[src/rtl/inv_kin_pkg.sv]
// Shared types and constants for the inverse-kinematics stimulus/capture block:
// LFSR polynomial, y-seed scrambler, FSM states and the captured record layout.
package inv_kin_pkg;

  localparam logic [31:0] LFSR_MASK  = 32'h80200003;
  localparam logic [31:0] Y_SEED_XOR = 32'hA5A5A5A5;

  typedef enum logic [2:0] {
    IDLE,
    RESET_DUT,
    DRIVE,
    SETTLE,
    CAPTURE,
    DONE
  } state_e;

  typedef struct packed {
    logic [31:0] x;
    logic [31:0] y;
    logic [31:0] theta1;
    logic [31:0] theta2;
  } rec_t;

  // An all-zero state would lock the LFSR, so zero seeds are promoted to 1.
  function automatic logic [31:0] nonzero_seed(input logic [31:0] s);
    return (s == 32'd0) ? 32'd1 : s;
  endfunction

  function automatic logic [31:0] lfsr_step(input logic [31:0] s);
    return (s >> 1) ^ (s[0] ? LFSR_MASK : 32'd0);
  endfunction

endpackage

[src/rtl/inv_kin_stim_capture_fifo.sv]
// stim_rec_fifo: synchronous show-ahead record FIFO; the head entry is always
// visible on dout, and a pop frees a slot for a push in the same cycle.
module stim_rec_fifo #(
  parameter int WIDTH = 128,
  parameter int DEPTH = 8
) (
  input  logic             clock,
  input  logic             rst,
  input  logic             push,
  input  logic [WIDTH-1:0] din,
  input  logic             pop,
  output logic [WIDTH-1:0] dout,
  output logic             full,
  output logic             empty
);

  localparam int AW = (DEPTH > 1) ? $clog2(DEPTH) : 1;
  localparam logic [AW:0] FULL_COUNT = (AW+1)'(DEPTH);

  logic [WIDTH-1:0] mem [DEPTH];
  logic [AW-1:0]    wr_ptr_q, wr_ptr_d;
  logic [AW-1:0]    rd_ptr_q, rd_ptr_d;
  logic [AW:0]      count_q, count_d;
  logic             do_push, do_pop;

  assign full    = (count_q == FULL_COUNT);
  assign empty   = (count_q == '0);
  assign do_pop  = pop & ~empty;
  assign do_push = push & (~full | do_pop);
  assign dout    = mem[rd_ptr_q];

  // Pointers are exactly log2(DEPTH) wide, so increments wrap modulo DEPTH.
  always_comb begin
    wr_ptr_d = wr_ptr_q + AW'(do_push);
    rd_ptr_d = rd_ptr_q + AW'(do_pop);
    count_d  = count_q + (AW+1)'(do_push) - (AW+1)'(do_pop);
  end

  always_ff @(posedge clock or negedge rst) begin
    if (!rst) begin
      wr_ptr_q <= '0;
      rd_ptr_q <= '0;
      count_q  <= '0;
    end else begin
      wr_ptr_q <= wr_ptr_d;
      rd_ptr_q <= rd_ptr_d;
      count_q  <= count_d;
    end
  end

  always_ff @(posedge clock) begin
    if (do_push) begin
      mem[wr_ptr_q] <= din;
    end
  end

endmodule

[src/rtl/inv_kin_stim_capture.sv]
// Drives LFSR-generated (x, y) targets into an inv_kin DUT, waits a settle time and
// captures {x, y, theta1, theta2} records into a FIFO. STIM_RANGE_MASK_EN limits targets to 0..127.
module inv_kin_stim_capture
  import inv_kin_pkg::*;
#(
  parameter int          BIT_WIDTH      = 32,
  parameter int          FRACTIONS      = 15,
  parameter int          NUM_SAMPLES    = 1000,
  parameter int          SETTLE_CYCLES  = 500,
  parameter int          DUT_RST_CYCLES = 1,
  parameter int          FIFO_DEPTH     = 8,
  parameter logic [31:0] SEED           = 32'd7
) (
  input  logic                 clock,
  input  logic                 rst,
  input  logic                 start,
  output logic                 busy,
  output logic                 done,
  output logic [31:0]          sample_count,
  output logic                 dut_rst,
  output logic [BIT_WIDTH-1:0] dut_x,
  output logic [BIT_WIDTH-1:0] dut_y,
  input  logic [BIT_WIDTH-1:0] dut_theta1,
  input  logic [BIT_WIDTH-1:0] dut_theta2,
  output logic                 rec_valid,
  input  logic                 rec_ready,
  output logic [BIT_WIDTH-1:0] rec_x,
  output logic [BIT_WIDTH-1:0] rec_y,
  output logic [BIT_WIDTH-1:0] rec_theta1,
  output logic [BIT_WIDTH-1:0] rec_theta2
);

  localparam logic [31:0]      X_SEED      = nonzero_seed(SEED);
  localparam logic [31:0]      Y_SEED      = nonzero_seed(SEED ^ Y_SEED_XOR);
  localparam logic [1:0][31:0] SEED_INIT   = {Y_SEED, X_SEED};
  localparam logic [31:0]      RST_LAST    = 32'(DUT_RST_CYCLES - 1);
  localparam logic [31:0]      SETTLE_LAST = 32'(SETTLE_CYCLES - 1);
  localparam logic [31:0]      NUM_TOTAL   = 32'(NUM_SAMPLES);
  localparam int               REC_W       = 4 * BIT_WIDTH;

  if (BIT_WIDTH < 16 || BIT_WIDTH > 32) begin : g_bad_width
    $error("inv_kin_stim_capture: BIT_WIDTH must be 16..32");
  end
  if (FRACTIONS < 0 || FRACTIONS >= BIT_WIDTH) begin : g_bad_fractions
    $error("inv_kin_stim_capture: FRACTIONS must be below BIT_WIDTH");
  end
  if (NUM_SAMPLES < 1 || SETTLE_CYCLES < 1 || DUT_RST_CYCLES < 0) begin : g_bad_counts
    $error("inv_kin_stim_capture: NUM_SAMPLES and SETTLE_CYCLES must be at least 1");
  end
  if (FIFO_DEPTH < 2 || (FIFO_DEPTH & (FIFO_DEPTH - 1)) != 0) begin : g_bad_depth
    $error("inv_kin_stim_capture: FIFO_DEPTH must be a power of 2, at least 2");
  end

  state_e               state_q, state_d;
  logic [1:0][31:0]     lfsr_q, lfsr_d;
  logic [31:0]          lfsr_next [2];
  logic [BIT_WIDTH-1:0] target [2];
  logic [BIT_WIDTH-1:0] x_q, x_d, y_q, y_d;
  logic [31:0]          count_q, count_d;
  logic [31:0]          wait_q, wait_d;
  logic                 fifo_full, fifo_empty, fifo_push, fifo_pop, can_push;
  logic [REC_W-1:0]     fifo_din, fifo_dout;
  rec_t                 push_rec;

  // Channel 0 is x, channel 1 is y; the target is derived from the stepped state.
  for (genvar gi = 0; gi < 2; gi++) begin : g_lfsr
    assign lfsr_next[gi] = lfsr_step(lfsr_q[gi]);
`ifdef STIM_RANGE_MASK_EN
    logic [31:0] masked;
    assign masked      = {25'd0, lfsr_next[gi][6:0]} << FRACTIONS;
    assign target[gi]  = masked[BIT_WIDTH-1:0];
`else
    assign target[gi]  = lfsr_next[gi][BIT_WIDTH-1:0];
`endif
  end

  assign fifo_pop = ~fifo_empty & rec_ready;
  assign can_push = ~fifo_full | fifo_pop;

  always_comb begin
    state_d   = state_q;
    lfsr_d    = lfsr_q;
    x_d       = x_q;
    y_d       = y_q;
    count_d   = count_q;
    wait_d    = wait_q;
    fifo_push = 1'b0;
    case (state_q)
      IDLE, DONE: begin
        if (start) begin
          lfsr_d  = SEED_INIT;
          count_d = '0;
          wait_d  = '0;
          state_d = (DUT_RST_CYCLES == 0) ? DRIVE : RESET_DUT;
        end
      end
      RESET_DUT: begin
        if (wait_q == RST_LAST) begin
          wait_d  = '0;
          state_d = DRIVE;
        end else begin
          wait_d = wait_q + 32'd1;
        end
      end
      DRIVE: begin
        lfsr_d[0] = lfsr_next[0];
        lfsr_d[1] = lfsr_next[1];
        x_d       = target[0];
        y_d       = target[1];
        wait_d    = '0;
        state_d   = SETTLE;
      end
      SETTLE: begin
        if (wait_q == SETTLE_LAST) begin
          wait_d  = '0;
          state_d = CAPTURE;
        end else begin
          wait_d = wait_q + 32'd1;
        end
      end
      CAPTURE: begin
        // A full FIFO holds us here with x/y unchanged until the consumer frees a slot.
        if (can_push) begin
          fifo_push = 1'b1;
          count_d   = count_q + 32'd1;
          state_d   = (count_q + 32'd1 == NUM_TOTAL) ? DONE : DRIVE;
        end
      end
      default: state_d = IDLE;
    endcase
  end

  always_ff @(posedge clock or negedge rst) begin
    if (!rst) begin
      state_q <= IDLE;
      lfsr_q  <= SEED_INIT;
      x_q     <= '0;
      y_q     <= '0;
      count_q <= '0;
      wait_q  <= '0;
    end else begin
      state_q <= state_d;
      lfsr_q  <= lfsr_d;
      x_q     <= x_d;
      y_q     <= y_d;
      count_q <= count_d;
      wait_q  <= wait_d;
    end
  end

  always_comb begin
    push_rec.x      = 32'(x_q);
    push_rec.y      = 32'(y_q);
    push_rec.theta1 = 32'(dut_theta1);
    push_rec.theta2 = 32'(dut_theta2);
  end

  assign fifo_din = {push_rec.x[BIT_WIDTH-1:0], push_rec.y[BIT_WIDTH-1:0],
                     push_rec.theta1[BIT_WIDTH-1:0], push_rec.theta2[BIT_WIDTH-1:0]};

  stim_rec_fifo #(
    .WIDTH (REC_W),
    .DEPTH (FIFO_DEPTH)
  ) u_fifo (
    .clock (clock),
    .rst   (rst),
    .push  (fifo_push),
    .din   (fifo_din),
    .pop   (fifo_pop),
    .dout  (fifo_dout),
    .full  (fifo_full),
    .empty (fifo_empty)
  );

  assign busy         = (state_q == RESET_DUT) || (state_q == DRIVE) ||
                        (state_q == SETTLE) || (state_q == CAPTURE);
  assign done         = (state_q == DONE);
  assign dut_rst      = (state_q == RESET_DUT);
  assign sample_count = count_q;
  assign dut_x        = x_q;
  assign dut_y        = y_q;
  assign rec_valid    = ~fifo_empty;
  assign rec_x        = fifo_dout[4*BIT_WIDTH-1 -: BIT_WIDTH];
  assign rec_y        = fifo_dout[3*BIT_WIDTH-1 -: BIT_WIDTH];
  assign rec_theta1   = fifo_dout[2*BIT_WIDTH-1 -: BIT_WIDTH];
  assign rec_theta2   = fifo_dout[BIT_WIDTH-1:0];

endmodule

[config.mk]
export PLATFORM = sky130hd
export DESIGN_NAME = inv_kin_stim_capture
export DESIGN_NICKNAME = d
export VERILOG_FILES = /design/src/rtl/inv_kin_pkg.sv /design/src/rtl/inv_kin_stim_capture_fifo.sv /design/src/rtl/inv_kin_stim_capture.sv
export SDC_FILE = /design/constraint.sdc
export NUM_CORES = 1
export LEC_CHECK = 0
export BUFFER_PORTS_ARGS = -buffer_cell sky130_fd_sc_hd__buf_2
export CAP_MARGIN = 20
export CORE_AREA = 3 3 413 251
export CTS_BUF_LIST = sky130_fd_sc_hd__clkbuf_4 sky130_fd_sc_hd__clkbuf_8
export DETAILED_ROUTE_END_ITERATION = 10
export DIE_AREA = 0 0 416 254
export PLACE_DENSITY = 0.62
export SETUP_SLACK_MARGIN = 0.02
export SLEW_MARGIN = 10
export SYNTH_ARGS = -nofsm -noshare
export SYNTH_HDL_FRONTEND = slang
export SYNTH_SLANG_ARGS = --single-unit
[constraint.sdc]
create_clock -name clock -period 45.1 [get_ports clock]
set_clock_uncertainty 0.15 [all_clocks]
set_input_delay 9.02 -clock clock [delete_from_list [all_inputs] [get_ports clock]]
set_output_delay 9.02 -clock clock [all_outputs]
set_load 0.01 [all_outputs]
==> Word-level counts from Yosys, hierarchy flattened <==
Memories as Yosys holds them, arrays and structs flattened.
Index checks and enable logic that the tools add are counted.
{ "totals": {"n_memories": 1, "out_inout_bits": 228, "regBits": 205, "mem_bits_rw": 1024, "input_bits": 68, "elab_cells": 72} }
{ "classes": {"n_addsub": 6, "n_bitwise": 9, "n_mux": 20, "n_reduce_logical": 14, "eq_ne": 12} }
{ "mem_list": {"columns": ["memory", "depth", "word_bits", "read_ports", "rd_ports_with_merged_regs", "wr", "line_no", "source"], "rows": [
  ["u_fifo.mem", 8, 128, 1, 0, 1, "inv_kin_stim_capture_fifo.sv:20", "logic [WIDTH-1:0] mem [DEPTH];"]
]} }
{ "op_table": {"columns": ["cell", "n"], "rows": [
  ["$mux W32", 6],
  ["$pmux W32 S4", 1],
  ["$pmux W64 S2", 1],
  ["$add A32 B1 Y32 const B", 2],
  ["$mux W64", 1],
  ["$pmux W32 S2", 1],
  ["$xor A31 B32 Y32", 2],
  ["$eq A32 B10 Y1 const B", 1],
  ["$eq A32 B9 Y1 const B", 1],
  ["$logic_not A32 Y1", 1],
  ["$mux W3", 5],
  ["$pmux W3 S5", 1],
  ["$add A3 B1 Y3", 2],
  ["$eq A3 B2 Y1 const B", 2],
  ["$eq A3 B3 Y1 const B", 2],
  ["$ne A2 B2 Y1 const B", 3],
  ["$add A4 B1 Y4", 1],
  ["$eq A4 B4 Y1 const B", 1],
  ["$logic_not A4 Y1", 1],
  ["$mux W1", 4],
  ["$reduce_and A2 Y1", 2],
  ["$reduce_and A4 Y1", 1],
  ["$reduce_bool A2 Y1", 2],
  ["$reduce_bool A4 Y1", 1],
  ["10 further kinds", 16]
]} }

==> Logic depth before layout (Yosys ltp) <==
Gate-level depths: netlist (run 1).
{ "depth": {"depth_word": 9, "depth_mapped": 13, "depth_no_buf": 11} }

==> Hierarchy <==
Synthesis (run 1) repeated with hierarchy kept, for this count alone.
{ "unflattened": {"hier_cells": 2515, "area_unflattened_um2": 48744.2} }
{ "by_module_without_submodules": {"columns": ["mod", "seq_area_each_um2", "area_per_inst_um2", "n_inst", "cells_per_inst"], "rows": [
  ["stim_rec_fifo", 30999.7, 39554.2, 1, 1531],
  ["inv_kin_stim_capture", 4902.2, 9190.1, 1, 984]
]} }

==> Worst setup path after synthesis (run 1) <==
OpenSTA, ideal clock, no wires.
{ "synth_path": {"path_type": "input-to-reg", "startpoint": "input rec_ready", "endpoint": "memory u_fifo.mem[4][0], enable pin", "t_arrival_ns": 23.048, "required_ns": 43.976, "path_buffers": 2, "cell_stages": 6, "path_slack_ns": 20.928, "path_cell_list": "nand2_1 -> and3_2 -> or3_1 -> clkbuf_1 -> clkbuf_1 -> nor4b_1"} }
{ "synth_between": {"elab_chain_len": 7, "elab_cells_between_ends": 9, "classes_between": "mux (4); bitwise (5)"} }
{ "synth_lines": {"columns": ["item", "line_no", "source"], "rows": [
  ["start, declared", "inv_kin_stim_capture.sv:26", "input logic rec_ready,"],
  ["$and A1 B1 Y1 (*)", "inv_kin_stim_capture.sv:77", "assign fifo_pop = ~fifo_empty & rec_ready;"],
  ["$or A1 B1 Y1", "inv_kin_stim_capture.sv:78", "assign can_push = ~fifo_full | fifo_pop;"],
  ["$mux W1", "inv_kin_stim_capture.sv:123", "if (can_push) begin"],
  ["$mux W1", "inv_kin_stim_capture.sv:88", "case (state_q)"],
  ["$and A1 B1 Y1 (*)", "inv_kin_stim_capture_fifo.sv:29", "assign do_push = push & (~full | do_pop);"],
  ["$mux W1 (*)", "inv_kin_stim_capture_fifo.sv:52", "if (do_push) begin"],
  ["$mux W1 (implied by the code) (*)", "inv_kin_stim_capture_fifo.sv:53", "mem[wr_ptr_q] <= din;"],
  ["end, declared", "inv_kin_stim_capture_fifo.sv:20", null]
]} }
Mark *: on every way between the ends. The rest lies on a longest branch, timed or not.

==> Final worst setup path (run 1) <==
{ "layout_path": {"startpoint": "register u_fifo.rd_ptr_q[0]", "endpoint": "output rec_x[17]"} }
{ "layout_between": {"elab_chain_len": 1} }
{ "layout_lines": {"columns": ["item", "line_no", "source"], "rows": [
  ["start, declared", "inv_kin_stim_capture_fifo.sv:22", "logic [AW-1:0] rd_ptr_q, rd_ptr_d;"],
  ["start signal, assigned", "inv_kin_stim_capture_fifo.sv:46", "rd_ptr_q <= rd_ptr_d;"],
  ["$mem_v2 Z8 W128", null, null],
  ["end, declared", "inv_kin_stim_capture.sv:27", "output logic [BIT_WIDTH-1:0] rec_x,"]
]} }
Every way passes these cells.

==> qor.csv, run 1 <==
metric,value,unit
status,"finished, final reports clean",
Core Rows,90,
final setup fails,0,
Setup Buffers After CTS,0,
dpl ws,32.12,ns
clock-pin slew on the worst setup and hold paths,0.06,ns
CP dominant cell by count,buf_4,
IO Port Bufs,295,
grt ovf,0,
worst setup path category,flip-flop to primary output,
CP Buf/Inv Count,3,
Slew HR,26.95,%
worst endpoint required time,35.93,ns
Highest Clock Rate,73.85,MHz
worst setup margin,31.56,ns
Ports,296,
leakage,0.01957,uW
sequential power share,45.1,%
Final TNS setup,0,ns
DR vias/cell,5.686,
RSZ-0062 raised after global routing,false,
initial antenna violation count,4,
Slew @ Worst Pin,1.096,ns
core box area,100200,um^2
Yosys warnings,0,
overall power,2797,uW
Synth async-reset ratio,16.68,%
worst hold path class,flip-flop to flip-flop,
final RePlAce weighted congestion,0.8652,
TritonCTS clock tree,built,
register bit total from synthesis,1229,
PwrDens,51.25,nW/um^2
largest net degree at the start of global routing,113,
latest clock arrival within the worst-skew pair,0.85,ns
Clk Tree Root Cell,clkbuf_8,
Via Count,25001,
synthesized area,48010,um^2
final net count,2999,
combinational fraction of design power,23.4,%
number of global-route vias before repair,25895,
chip height,254,um
crit path max fanout,38,
Synth Instances,2533,
CTS resizes,0,
critical path startpoint category,flip-flop,
total of max-cap violations,0,
cts bufs inserted,176,
Syn Area/Cell,18.95,um^2
initial drt markers,2048,
CP Capture Type,primary output,
top cell family by delay on the critical path,buffers and inverters,
"Slowest-stage cell, CP",dfrtp_4,
die width,416,um
Psw,756.2,uW
hold_buf cts,0,
deepest clock path buffer count,3,
DRC viols,0,
Clock power frac,31.5,%
H-tree depth,4,
area taken by multi-input logic gates,11450,um^2
first-pass GRT wire length,162400,um
worst-case hold slack,0.3286,ns
Final Hold Vio Count,0,
post-layout min period,13.54,ns
wire per inst,24.33,um
fillcell total,7822,
number of distinct library cells after synthesis,83,
Net Sw Frac,27.04,%
Int Power,2041,uW
CP Cell Sequence,buf_4 > buf_4 > mux4_2 > mux2_2 > buf_2,
max-slew violations,0,
CTS sink cnt,1229,
WL final,107000,um
Pre-antenna DRT Iters,5,
sequential share of the synthesized area,74.78,%
number of enable flip-flop cells after synthesis,1024,
Peak VDD IR,40.42,uV
Post-Syn Nets,2616,
Synth Flop Type,edfxtp_1,
sequential cell area,35910,um^2
Layout area overhead,13.68,%
die area,105700,um^2
WP data arrival,4.37,ns
ANT nets after route,0,
Final period util,30.02,%
initial core utilization,47.90,%
share of cells above drive strength 1,35.15,%
GRT Overall Usage,20.45,%
biggest cell delay along the critical path,0.93,ns
HPWL after DPL,58510,um
## power by group through the flow
stage	logic [uW]	clock network, uW	registers [uW]
after floorplan	479	0	1250
after global routing	705	956	1260
final	655	881	1260
after CTS	672	909	1260
after global placement	664	0	1290
after detailed placement	669	0	1290
## final cells by class
class | instances | area share, %
diodes | 5 | 0.02293
clock buffers | 260 | 5.835
clock inverters | 60 | 0.6809
inverters | 22 | 0.1513
multi-input cells | 1148 | 20.98
flip-flops and latches | 1229 | 65.80
well taps | 1334 | 3.058
repair buffers | 339 | 3.469
## flip-flops by register name (all words and copies together) (netlist names), 4 cells and up
name and count:
u_fifo.mem 1024, lfsr_q 64, dut_x 32, dut_y 32
sample_count 32, wait_q 32, u_fifo.count_q 4
## synthesized netlist by cell type, types with 3 or more instances
cell type / n / area (um^2)
a21oi_1: 25 / 125.1
a22o_1: 11 / 96.34
a31oi_1: 4 / 25.02
and2_0: 5 / 31.28
and2_1: 10 / 62.56
and3_1: 9 / 56.30
and4_1: 5 / 43.79
and4_2: 3 / 30.03
buf_1: 34 / 127.6
buf_2: 9 / 45.04
clkbuf_1: 80 / 300.3
clkbuf_8: 4 / 55.05
dfrtp_1: 187 / 4679
dfstp_2: 18 / 473.0
edfxtp_1: 1024 / 30750
ha_1: 14 / 175.2
inv_1: 21 / 78.83
mux2_2: 129 / 1453
mux4_2: 256 / 5766
nand2_1: 309 / 1160
nand2b_1: 4 / 25.02
nand3_1: 31 / 155.2
nand4_1: 19 / 118.9
nor2_1: 49 / 183.9
nor3_1: 8 / 40.04
nor3b_1: 5 / 37.54
nor4_1: 19 / 118.9
nor4b_1: 5 / 43.79
o21a_1: 9 / 67.56
o21ai_0: 86 / 430.4
o21ai_1: 4 / 20.02
o22a_1: 15 / 131.4
o31ai_1: 23 / 172.7
o41ai_1: 8 / 70.07
or3_1: 8 / 50.05
xnor2_1: 17 / 148.9
xor2_1: 6 / 52.55
## stage by stage
stage          instance area [um^2]  std cells  utilization, %
5_1_grt                       54570       4396           54.45
6_report                      54580       4397           54.46
3_3_place_gp                  50940       4068           50.83
4_1_cts                       54510       4389           54.39
2_1_floorplan                 48010       2533               -
3_5_place_dp                  50950       4069           50.84
## path summary, 6_finish.rpt
path / from / end / slack (ns) / cells past startpoint
setup / recovery: u_fifo.rd_ptr_q[0] / rec_x[17] / 31.56 / 5
hold / removal: lfsr_q[25] / lfsr_q[25] / 0.33 / 2
setup reg to reg: u_fifo.count_q[2] / u_fifo.mem[5][105] / 40.39 / 13
hold reg to reg: lfsr_q[25] / lfsr_q[25] / 0.33 / 2
max in group asynchronous: rst / u_fifo.rd_ptr_q[0] / 34.62 / 3
min in group asynchronous: rst / dut_x[25] / 8.01 / 1
## worst reg2reg max path: cells and delay by family, from the launching register on
kind,cells,cell delay (ns)
adders and majority gates,1,0.24
buffers and inverters,6,2.27
DFF,1,0.33
and+or+nand+nor,6,1.30
## logic make-up after synthesis
group           count (synthesis)  share of synthesized area (%)
flops                        1229                          74.78
simple gates                  516                          5.056
mux                           386                          15.06
compound gates                208                          2.783
buf+inv                       156                          1.498
xor+xnor                       23                         0.4196
fa+ha+maj                      15                         0.4066
## per-layer routing
layer	GRT usage (%)	routed length (um)	up-vias
met5	0	0	-
met4	7.578	3036	0
met3	4.046	5842	175
met2	32.11	51170	734
met1	28.77	46930	13218
li1	-	-	10874
## placed cells by master (no fill, tap or decap), types with 6 or more instances in the layout
cell type	instances
o22a_1	15
o41ai_1	8
clkbuf_4	63
buf_4	37
dfstp_2	18
a22o_1	11
nand4_1	19
mux4_2	256
ha_1	14
nor2_1	48
xor2_1	6
edfxtp_1	1024
o21ai_0	86
clkinv_1	27
inv_1	21
nor3_1	6
xnor2_1	17
nand2_1	308
and3_1	9
a21oi_1	25
o21a_1	8
dfrtp_1	184
nor4_1	18
nand3_1	31
clkinvlp_4	10
mux2_2	129
o31ai_1	23
clkbuf_8	197
and2_1	9
buf_2	294
or3_1	8
clkinv_2	20
Note: power is estimated with default switching activity, not from simulation.
==> run 2: changes to the inputs <==
==> constraint.sdc (replaced) <==
create_clock -name clock -period 12.5 [get_ports clock]
set_clock_uncertainty 0.15 [all_clocks]
set_input_delay 2.5 -clock clock [delete_from_list [all_inputs] [get_ports clock]]
set_output_delay 2.5 -clock clock [all_outputs]
set_load 0.01 [all_outputs]
==> run 2 against run 1 <==
Routed wire length is 1.8% higher. Cell area is 0.15% higher. Count of clock-buffer cells in the layout is 19 higher. Global-route usage is 0.21 points higher. Critical path type unchanged. Sequential power grew to 3.6 times the previous value. Critical endpoint is now rec_y[1].
==> qor.csv, run 2 (same netlist as run 1, synthesis figures left out) <==
metric,value,unit,change
initial core utilization,47.90,%,unchanged
hold_buf cts,0,,unchanged
cts bufs inserted,176,,unchanged
"most common cell after layout, fill and taps aside",edfxtp_1,,
overall power,10210,uW,+270%
Clk Tree Root Cell,clkbuf_8,,
Via Count,25037,,+0.14%
Core Rows,90,,unchanged
share of cells above drive strength 1,35.31,%,+0.16 points
final RePlAce weighted congestion,0.8970,,+3.7%
DRC viols,0,,unchanged
clock-pin slew on the worst setup and hold paths,0.07,ns,about the same
PwrDens,186.8,nW/um^2,+260%
first-pass GRT wire length,163300,um,+0.59%
H-tree depth,4,,unchanged
Slew @ Worst Pin,1.192,ns,+0.09667 ns
critical path startpoint category,flip-flop,,
status,"finished, final reports clean",,
Peak VDD IR,194.6,uV,+380%
Final period util,49.81,%,
core box area,100200,um^2,unchanged
TritonCTS clock tree,built,,
ANT nets after route,0,,unchanged
CP Capture Type,primary output,,
GRT Overall Usage,20.66,%,+0.21 points
worst hold path class,flip-flop to flip-flop,,
Layout area overhead,13.85,%,
Setup Buffers After CTS,0,,unchanged
Highest Clock Rate,160.6,MHz,
final net count,2992,,-0.23%
worst setup path category,flip-flop to primary output,,
post-layout min period,6.226,ns,
CTS sink cnt,1229,,unchanged
RSZ-0062 raised after global routing,false,,
grt ovf,0,,unchanged
R2R Setup Slk,7.39,ns,-33.00 ns
die area,105700,um^2,unchanged
deepest clock path buffer count,3,,unchanged
Pre-antenna DRT Iters,6,,+1
total of max-cap violations,0,,unchanged
latest clock arrival within the worst-skew pair,0.85,ns,about the same
wire per inst,24.78,um,+1.9%
"Core Util, Final",54.54,%,+0.084 points
final setup fails,0,,unchanged
DR vias/cell,5.699,,+0.24%
Slew HR,20.51,%,-6.4 points
number of flip-flops under the largest register name,1024,,unchanged
"commonest non-fill, non-tap cells in the layout","edfxtp_1, nand2_1, buf_2",,
HPWL after DPL,59280,um,+1.3%
Ports,296,,unchanged
number of global-route vias before repair,25663,,-0.90%
WP data arrival,3.58,ns,-0.79 ns
Top Registers,"u_fifo.mem (1024), lfsr_q (64)",,
die width,416,um,unchanged
Largest Register,u_fifo.mem,,
chip height,254,um,unchanged
initial antenna violation count,13,,+9
initial drt markers,2289,,+12%
crit path max fanout,168,,+340%
max-slew violations,0,,unchanged
largest net degree at the start of global routing,169,,+50%
CTS resizes,0,,unchanged
Final Hold Vio Count,0,,unchanged
leakage,0.01963,uW,+0.28%
worst endpoint required time,9.85,ns,-26.08 ns
WL final,108900,um,+1.8%
IO Port Bufs,295,,unchanged
## run 2: cell types whose count changed in the layout (fill, tap and decap cells not counted), sizes merged
cell / change
clkbuf: +19
diode: +1
buf: -7
clkinv: -11
inv: +1
clkinvlp: -7
## run 2: power by group
| part | internal [uW] | total (uW) | switching (uW) |
|---|---|---|---|
| Combinational | 1240 | 2440 | 1200 |
| Sequential | 4430 | 4520 | 89.5 |
| Clock | 1760 | 3250 | 1490 |
| Total | 7430 | 10200 | 2780 |
## run 2: final cells by class
type                       count  area (um^2)
antenna                        6        15.01
clock buffer                 279         3358
clock inverter                43        279.0
fill                        7785        45560
inverter                      22        82.58
multi-input combinational   1148        11480
sequential                  1229        35910
tap                         1334         1669
timing repair buffer         332         1867
## run 2: critical path, cell delays in order, from the launching register on
cell	delay (ns)
dfrtp_4	0.81
buf_12	0.71
mux4_2	0.43
mux2_2	0.33
buf_2	0.16
## run 2: routing by layer
layer	global-route usage (%)	vias to the layer above	wire, um
met2	31.91	872	51120
li1	-	10857	-
met5	0	-	0
met1	28.90	13109	47190
met3	4.441	199	6944
met4	8.610	0	3605
## run 2: path summary, 6_finish.rpt
path                       cells past startpoint            endpoint                from
max                                            4            rec_y[1]  u_fifo.rd_ptr_q[1]
min                                            2          lfsr_q[51]          lfsr_q[52]
max reg2reg                                   12   u_fifo.mem[3][28]   u_fifo.count_q[2]
min reg2reg                                    2          lfsr_q[51]          lfsr_q[52]
max in group asynchronous                      2  u_fifo.rd_ptr_q[0]                 rst
min in group asynchronous                      1   u_fifo.count_q[2]                 rst
## run 2: through the flow
step	setup WS (ns)	hold WS (ns)	TNS [ns]	cells	cell area, um^2
2_1_floorplan	-1.220	0.2957	-455.33	2533	48030
3_3_place_gp	5.590	0.3085	0	4063	50970
3_5_place_dp	5.601	0.3129	0	4063	50970
4_1_cts	6.152	0.3290	0	4385	54600
5_1_grt	6.079	0.3430	0	4393	54660
6_report	6.274	0.3276	0	4393	54660
